**src/rtl/contador_binario_universal_pkg.sv**
```systemverilog
// Shared types for the universal counter: next-value source selection and
// the fixed clear > load > count priority encoder.
package contador_binario_universal_pkg;

    typedef enum logic [2:0] {
        SelHold,
        SelClear,
        SelLoad,
        SelUp,
        SelDown
    } sel_e;

    // Priority: syn_clr beats load, load beats counting; up only matters when en = 1.
    function automatic sel_e select_op(input logic syn_clr, input logic load,
                                       input logic en, input logic up);
        sel_e sel;
        if (syn_clr) begin
            sel = SelClear;
        end else if (load) begin
            sel = SelLoad;
        end else if (en) begin
            sel = up ? SelUp : SelDown;
        end else begin
            sel = SelHold;
        end
        return sel;
    endfunction

endpackage

```
**src/rtl/contador_binario_universal_next.sv**
```systemverilog
// Combinational next-value mux for the universal counter with +/-1 modulo 2^N.
module contador_binario_universal_next
    import contador_binario_universal_pkg::*;
#(
    parameter int unsigned N = 8
) (
    input  logic [N-1:0] r,
    input  logic [N-1:0] d,
    input  logic         syn_clr,
    input  logic         load,
    input  logic         en,
    input  logic         up,
    output logic [N-1:0] r_next
);

    sel_e sel;

    always_comb begin
        sel    = select_op(syn_clr, load, en, up);
        r_next = r;
        unique case (sel)
            SelClear: r_next = '0;
            SelLoad:  r_next = d;
            SelUp:    r_next = r + N'(1);
            SelDown:  r_next = r - N'(1);
            SelHold:  r_next = r;
            default:  r_next = r;
        endcase
    end

endmodule

```
**src/rtl/contador_binario_universal.sv**
```systemverilog
// N-bit universal binary counter: synchronous clear, parallel load, enable,
// up/down direction, and combinational terminal-count flags.
module contador_binario_universal #(
    parameter int unsigned N = 8
) (
    input  logic         clk,
    input  logic         reset,
    input  logic         syn_clr,
    input  logic         load,
    input  logic         en,
    input  logic         up,
    input  logic [N-1:0] d,
    output logic         max_tick,
    output logic         min_tick,
    output logic [N-1:0] q
);

    logic [N-1:0] r_q;
    logic [N-1:0] r_d;

    contador_binario_universal_next #(
        .N(N)
    ) u_next (
        .r      (r_q),
        .d      (d),
        .syn_clr(syn_clr),
        .load   (load),
        .en     (en),
        .up     (up),
        .r_next (r_d)
    );

    always_ff @(posedge clk or negedge reset) begin
        if (!reset) begin
            r_q <= '0;
        end else begin
            r_q <= r_d;
        end
    end

    always_comb begin
        q        = r_q;
        max_tick = &r_q;
        min_tick = ~|r_q;
    end

endmodule

```
**config.mk**
```make
export PLATFORM = sky130hd
export DESIGN_NAME = contador_binario_universal
export DESIGN_NICKNAME = d
export VERILOG_FILES = /design/src/rtl/contador_binario_universal_pkg.sv /design/src/rtl/contador_binario_universal_next.sv /design/src/rtl/contador_binario_universal.sv
export SDC_FILE = /design/constraint.sdc
export NUM_CORES = 1
export LEC_CHECK = 0
export CAP_MARGIN = 20
export CELL_PAD_IN_SITES_DETAIL_PLACEMENT = 0
export CELL_PAD_IN_SITES_GLOBAL_PLACEMENT = 2
export CORE_MARGIN = 4
export CORE_UTILIZATION = 23
export DETAILED_ROUTE_END_ITERATION = 10
export PLACE_DENSITY_LB_ADDON = 0.12
export SKIP_CTS_REPAIR_TIMING = 1
export SLEW_MARGIN = 10
export SYNTH_ARGS = -nofsm -noshare
export SYNTH_HDL_FRONTEND = slang
export SYNTH_HIERARCHICAL = 1
export SYNTH_SLANG_ARGS = --single-unit
```
**constraint.sdc**
```tcl
create_clock -name clk -period 1.85 [get_ports clk]
set_input_delay 0.185 -clock clk [delete_from_list [all_inputs] [get_ports clk]]
set_output_delay 0.185 -clock clk [all_outputs]
set_load 0.005 [all_outputs]
```
==> impl_metrics.toml, run 1 <==
[cells_and_area]
final_common_cell = "buf_4"
layout-drive-gt1-share_pct = 44.5
nets = 169
fin_area_sq_um = 1450
largest_register_ffs = 8
stdcell_count = 190
area_delta_synth_final_pct = 98.3
fillers = 309
antenna_cells = 0
final_util_pct = 47.6
final_cell_mix = "buf_4, clkdlybuf4s50_1, nor2_1"

[yosys]
async_flop_share_pct = 100
synth_ff_type = "dfrtp_1"
synth_seq_cells = 8
synth_edf_count = 0
ys_seq_area_share_pct = 27.3
yosys_warnings = 6
synth_top_area_share_pct = 27.3
synth_area_sq_um = 733
synth_area_leaders = "dfrtp_1, ha_1, nor2_1"
synthAdderAreaFrac_pct = 13.0
avgSynthCellArea_sq_um = 8.43
postSynthCellCount = 87
synth_top_family_by_area = "compound AO/OA/AOI/OAI gates"
synth_simple_gate_area_share_pct = 23.5
mappedNetlistNets = 108
muxShareOfSynthArea_pct = 2.73
yosys.area_share.xor_xnor_pct = 4.78
yosysUniqueCellTypes = 32
synth-compound-area-share_pct = 24.4
yosys.area.top_type = "dfrtp_1"

[floorplan]
rows = 20
die_x_microns = 64.5
die_area_sq_um = 4160
core-area_sq_um = 3050
fp.dieH_microns = 64.5
io-pin-count = 24
initial_core_util_pct = 24.0

[sta]
fin_setup_tns_ns = -0.0669
setup_viol = 2
hold_slack_ns = 0.232
worst_slew_pin_slew_ns = 0.462
min_period_ns = 1.91
slew_viol_final = 0
worst_slack_ns = -0.0618
max_slew_margin_pct = 69.1
max_freq_mhz = 523
finalHoldViolCount = 0
post-route-period-util_pct = 103
fin_skew_ns = 0.00805
rsz0062_at_grt = "yes"

[placed_design]
place_ws_ns = -0.869
globalplace.congestion = 0.814
dp.cells = 180
port_buffers = 23
dpl_cell_area_sq_um = 1250
place_hpwl_mm = 1.96

[route]
via_per_inst = 4.72
vias = 896
drc = 0
routedWlPerCell_microns = 13.2
drtIter0Drc = 21
routed_wl_mm = 2.52
ant_nets = 0
drt-pass1-iter-count = 4

[power_and_ir_drop]
combPwrFrac_pct = 44.1
leakage_nw = 0.652
pwr_density_cell_nw_per_um2 = 439
fin_total_pwr_mw = 0.638
p_sw_share_pct = 33.0
p_seq_share_pct = 32.0
pwr-share-clk_pct = 23.9
p_switching_mw = 0.210
p_int_mw = 0.428
vdd_ir_drop_max_v = 0.000253

[cts]
cts_inserted_buffers = 3
clock_latency_ns = 0.27
clk_pin_slew_ns = 0.07
cts_sinks = 8
cts_tree = "built"
root_buffer = "clkbuf_4"
htreeDepth = 1
cts_max_path_buffers = 2

[global_route]
gr-total-overflow = 0
gr-usage-all-layers_pct = 12.0
grt_pass1_vias = 862
grt_start_max_net_pins = 17
grt_pass1_wl_mm = 3.85
antenna_found_initial = 0

[status]
status = "finished, violations left"
violations = "negative setup slack"

[worst_setup_path]
end_kind = "flop"
required_ns = 2.00
reg2regPathDepth = 6
rr_endpoint = "q[7]"
cp-start-kind = "primary input"
reg2reg_from = "q[1]"
critical_path_class = "in2reg"
r2r_setup_slack_ns = -0.04
crit_arrival_ns = 2.06
path_max_fanout = 5

[hold_path]
worstHoldPathType = "in2async"

[run]
maxCapViolations = 0
[worst max-delay path by stage]
stage | start | end | slack (ns) | cells after the start
detailed placement | up | q[7] | -0.87 | 8
finish | syn_clr | q[7] | -0.06 | 10
global route | syn_clr | q[7] | -0.14 | 10
global placement | up | q[7] | -0.76 | 8
CTS | up | q[7] | -0.57 | 8
floorplan | load | q[7] | -0.45 | 9
[Yosys cell counts, types with 3 or more instances]
library cell	n
inv_1	4
dfrtp_1	8
nor3_1	4
nor2_1	12
a221oi_1	3
o21ai_0	3
clkbuf_1	3
nor2b_1	5
xnor2_1	3
ha_1	6
a21oi_1	8
nand2_1	3
[worst max-delay path, stage by stage]
cell and delay (ns):
clkbuf_2 0.11, nor4_4 0.28, buf_6 0.17, buf_6 0.10, ha_4 0.21, a21oi_4 0.15, o31ai_4 0.10, and4_1 0.21
o2111ai_1 0.18, or3b_1 0.35
[power groups by stage]
| stage | registers (mW) | clock network [mW] | logic (mW) |
|---|---|---|---|
| 2_1_floorplan | 0.209 | 0 | 0.101 |
| 3_3_place_gp | 0.206 | 0 | 0.242 |
| 3_5_place_dp | 0.205 | 0 | 0.244 |
| 4_1_cts | 0.202 | 0.157 | 0.245 |
| 5_1_grt | 0.206 | 0.168 | 0.307 |
| 6_report | 0.204 | 0.153 | 0.281 |
[metal layers]
| layer | global-route usage [%] | wire [microns] |
|---|---|---|
| met1 | 16.4 | 1240 |
| met2 | 18.6 | 1120 |
| met3 | 3.29 | 137 |
| met4 | 3.17 | 23 |
| met5 | 0 | 0 |
[layout make-up]
type | instances | area [sq um] | area share [%]
multi-input combinational | 71 | 647 | 44.5
timing repair buffer | 60 | 512 | 35.2
sequential | 8 | 203 | 13.9
tap | 44 | 55.1 | 3.79
clock buffer | 3 | 22.5 | 1.55
inverter | 4 | 15.0 | 1.03
[cell families (layout without fill, tap and decap cells)]
logic type / Yosys count / count (layout)
AND/OR/NAND/NOR: 33 / 33
multiplexers: 2 / 2
buffers and inverters: 8 / 67
AO/OA/AOI/OAI: 25 / 25
flip-flops: 8 / 8
adder cells (fa/ha/maj): 7 / 7
XOR/XNOR: 4 / 4
No activity file was read; power rests on OpenSTA's default activity.
==> inputs of run 2 (changes only) <==
--- a/config.mk
+++ b/config.mk
@@ -11,7 +11,7 @@
 export CORE_MARGIN = 4
 export CORE_UTILIZATION = 23
 export DETAILED_ROUTE_END_ITERATION = 10
-export PLACE_DENSITY_LB_ADDON = 0.12
+export PLACE_DENSITY_LB_ADDON = 0.1
 export SKIP_CTS_REPAIR_TIMING = 1
 export SLEW_MARGIN = 10
 export SYNTH_ARGS = -nofsm -noshare
==> run 2 against run 1 <==
Effect of this change:
- the flow still finishes with violations (negative setup slack)
- wire length grew 3.1%
- final cell count is the same
- first-iteration DRC count shrank 33%
==> impl_metrics.toml, run 2 (same netlist as run 1, synthesis figures left out) <==
[route]
ant_nets = 0
routedWlPerCell_microns = 13.6
drt-pass1-iter-count = 4
vias = 885
drtIter0Drc = 14
drc = 0
via_per_inst = 4.66
routed_wl_mm = 2.59

[placed_design]
place_hpwl_mm = 1.95
port_buffers = 23
globalplace.congestion = 0.825
dp.cells = 181

[global_route]
grt-busiest-layer = "met2"
grt_start_max_net_pins = 17
gr-usage-all-layers_pct = 12.8
gr-total-overflow = 0
antenna_found_initial = 0
gr-usage-met1_pct = 18.0
use_met3_pct = 2.77
grt_pass1_wl_mm = 4.18
grt.met2_usage_pct = 20.2
grt_pass1_vias = 902

[sta]
fin_skew_ns = 0.00503
worst_slew_pin_slew_ns = 0.464
max_slew_margin_pct = 69.0
finalHoldViolCount = 0
worst_slack_ns = -0.174
post-route-period-util_pct = 109
max_freq_mhz = 494
setup_viol = 1
hold_slack_ns = 0.244
fin_setup_tns_ns = -0.174
rsz0062_at_grt = "yes"
slew_viol_final = 0
min_period_ns = 2.02

[cells_and_area]
final_common_cell = "buf_4"
fillers = 318
nets = 169
largest_register_ffs = 8
antenna_cells = 0
final_cell_mix = "buf_4, clkdlybuf4s50_1, nor2_1"
layout-drive-gt1-share_pct = 44.5
ff_latch_area_sq_um = 201
area_delta_synth_final_pct = 98.0
stdcell_count = 190
multi_input_area_sq_um = 646

[worst_setup_path]
reg2reg_from = "q[1]"
required_ns = 1.98
cp_num_buf_inv = 1
cp_num_cells = 7
crit_path_start = "q[1]"
critical_path_class = "reg2reg"
rr_endpoint = "q[7]"
path_max_fanout = 4
crit_family = "simple AND/OR/NAND/NOR gates"
cp_cell_sequence = "buf_6 -> ha_4 -> a211oi_4 -> o31ai_4 -> and4_1 -> o2111ai_1 -> or3b_1"
r2r_setup_slack_ns = -0.17
slowest_delay_ns = 0.44
cp-start-kind = "flop"
endpoint = "q[7]"
reg2regPathDepth = 7
end_kind = "flop"
critPathSlowestCell = "dfrtp_2"
crit_arrival_ns = 2.16

[power_and_ir_drop]
leakage_nw = 0.656
p_seq_share_pct = 31.8
p_int_mw = 0.431
p_switching_mw = 0.206
vdd_ir_drop_max_v = 0.000181
pwr-share-clk_pct = 22.9
pwr_density_cell_nw_per_um2 = 439
combPwrFrac_pct = 45.2
p_sw_share_pct = 32.3
fin_total_pwr_mw = 0.637

[floorplan]
fp.dieH_microns = 64.5
io-pin-count = 24
rows = 20
die_area_sq_um = 4160
core-area_sq_um = 3050
initial_core_util_pct = 24.0
die_x_microns = 64.5

[cts]
cts_tree = "built"
cts_sinks = 8
cts_inserted_buffers = 3
htreeDepth = 1
clk_pin_slew_ns = 0.07
cts_max_path_buffers = 2
root_buffer = "clkbuf_4"
clock_latency_ns = 0.26

[status]
violations = "negative setup slack"
status = "finished, violations left"

[hold_path]
worstHoldPathType = "in2async"

[run]
maxCapViolations = 0
## run 2: power groups by stage
| stage | clock network [mW] | registers (mW) | logic (mW) |
|---|---|---|---|
| after floorplan | 0 | 0.209 | 0.101 |
| after global placement | 0 | 0.205 | 0.247 |
| after detailed placement | 0 | 0.204 | 0.251 |
| after CTS | 0.151 | 0.200 | 0.252 |
| after global routing | 0.156 | 0.204 | 0.316 |
| final | 0.146 | 0.203 | 0.288 |
## run 2: worst min-delay path by stage
stage               start    to  slack (ns)  depth (start not counted)
global placement    reset  q[4]        0.53                          1
detailed placement  reset  q[5]        0.54                          1
global route        reset  q[3]        0.27                          1
floorplan           reset  q[0]       -0.11                          0
finish              reset  q[3]        0.24                          1
CTS                 reset  q[3]        0.26                          1
## run 2: stage by stage
step,worst slack (ns),instance area [sq um],util [%]
floorplan,-0.453,777,-
global placement,-0.715,1260,41.2
detailed placement,-0.863,1260,41.2
CTS,-0.595,1280,41.9
global route,-0.252,1450,47.5
finish,-0.174,1450,47.5
## run 2: cell type report
cell class / count / area share [%]
multi-input cells: 71 / 44.5
repair buffers: 60 / 35.3
flip-flops and latches: 8 / 13.9
well taps: 44 / 3.79
clock buffers: 3 / 1.55
inverters: 4 / 1.03
## run 2: per-layer routing
metal,wire (microns),vias to the layer above
met1,1310,416
met4,0,0
met5,0,-
li1,-,444
met2,1180,25
met3,104,0
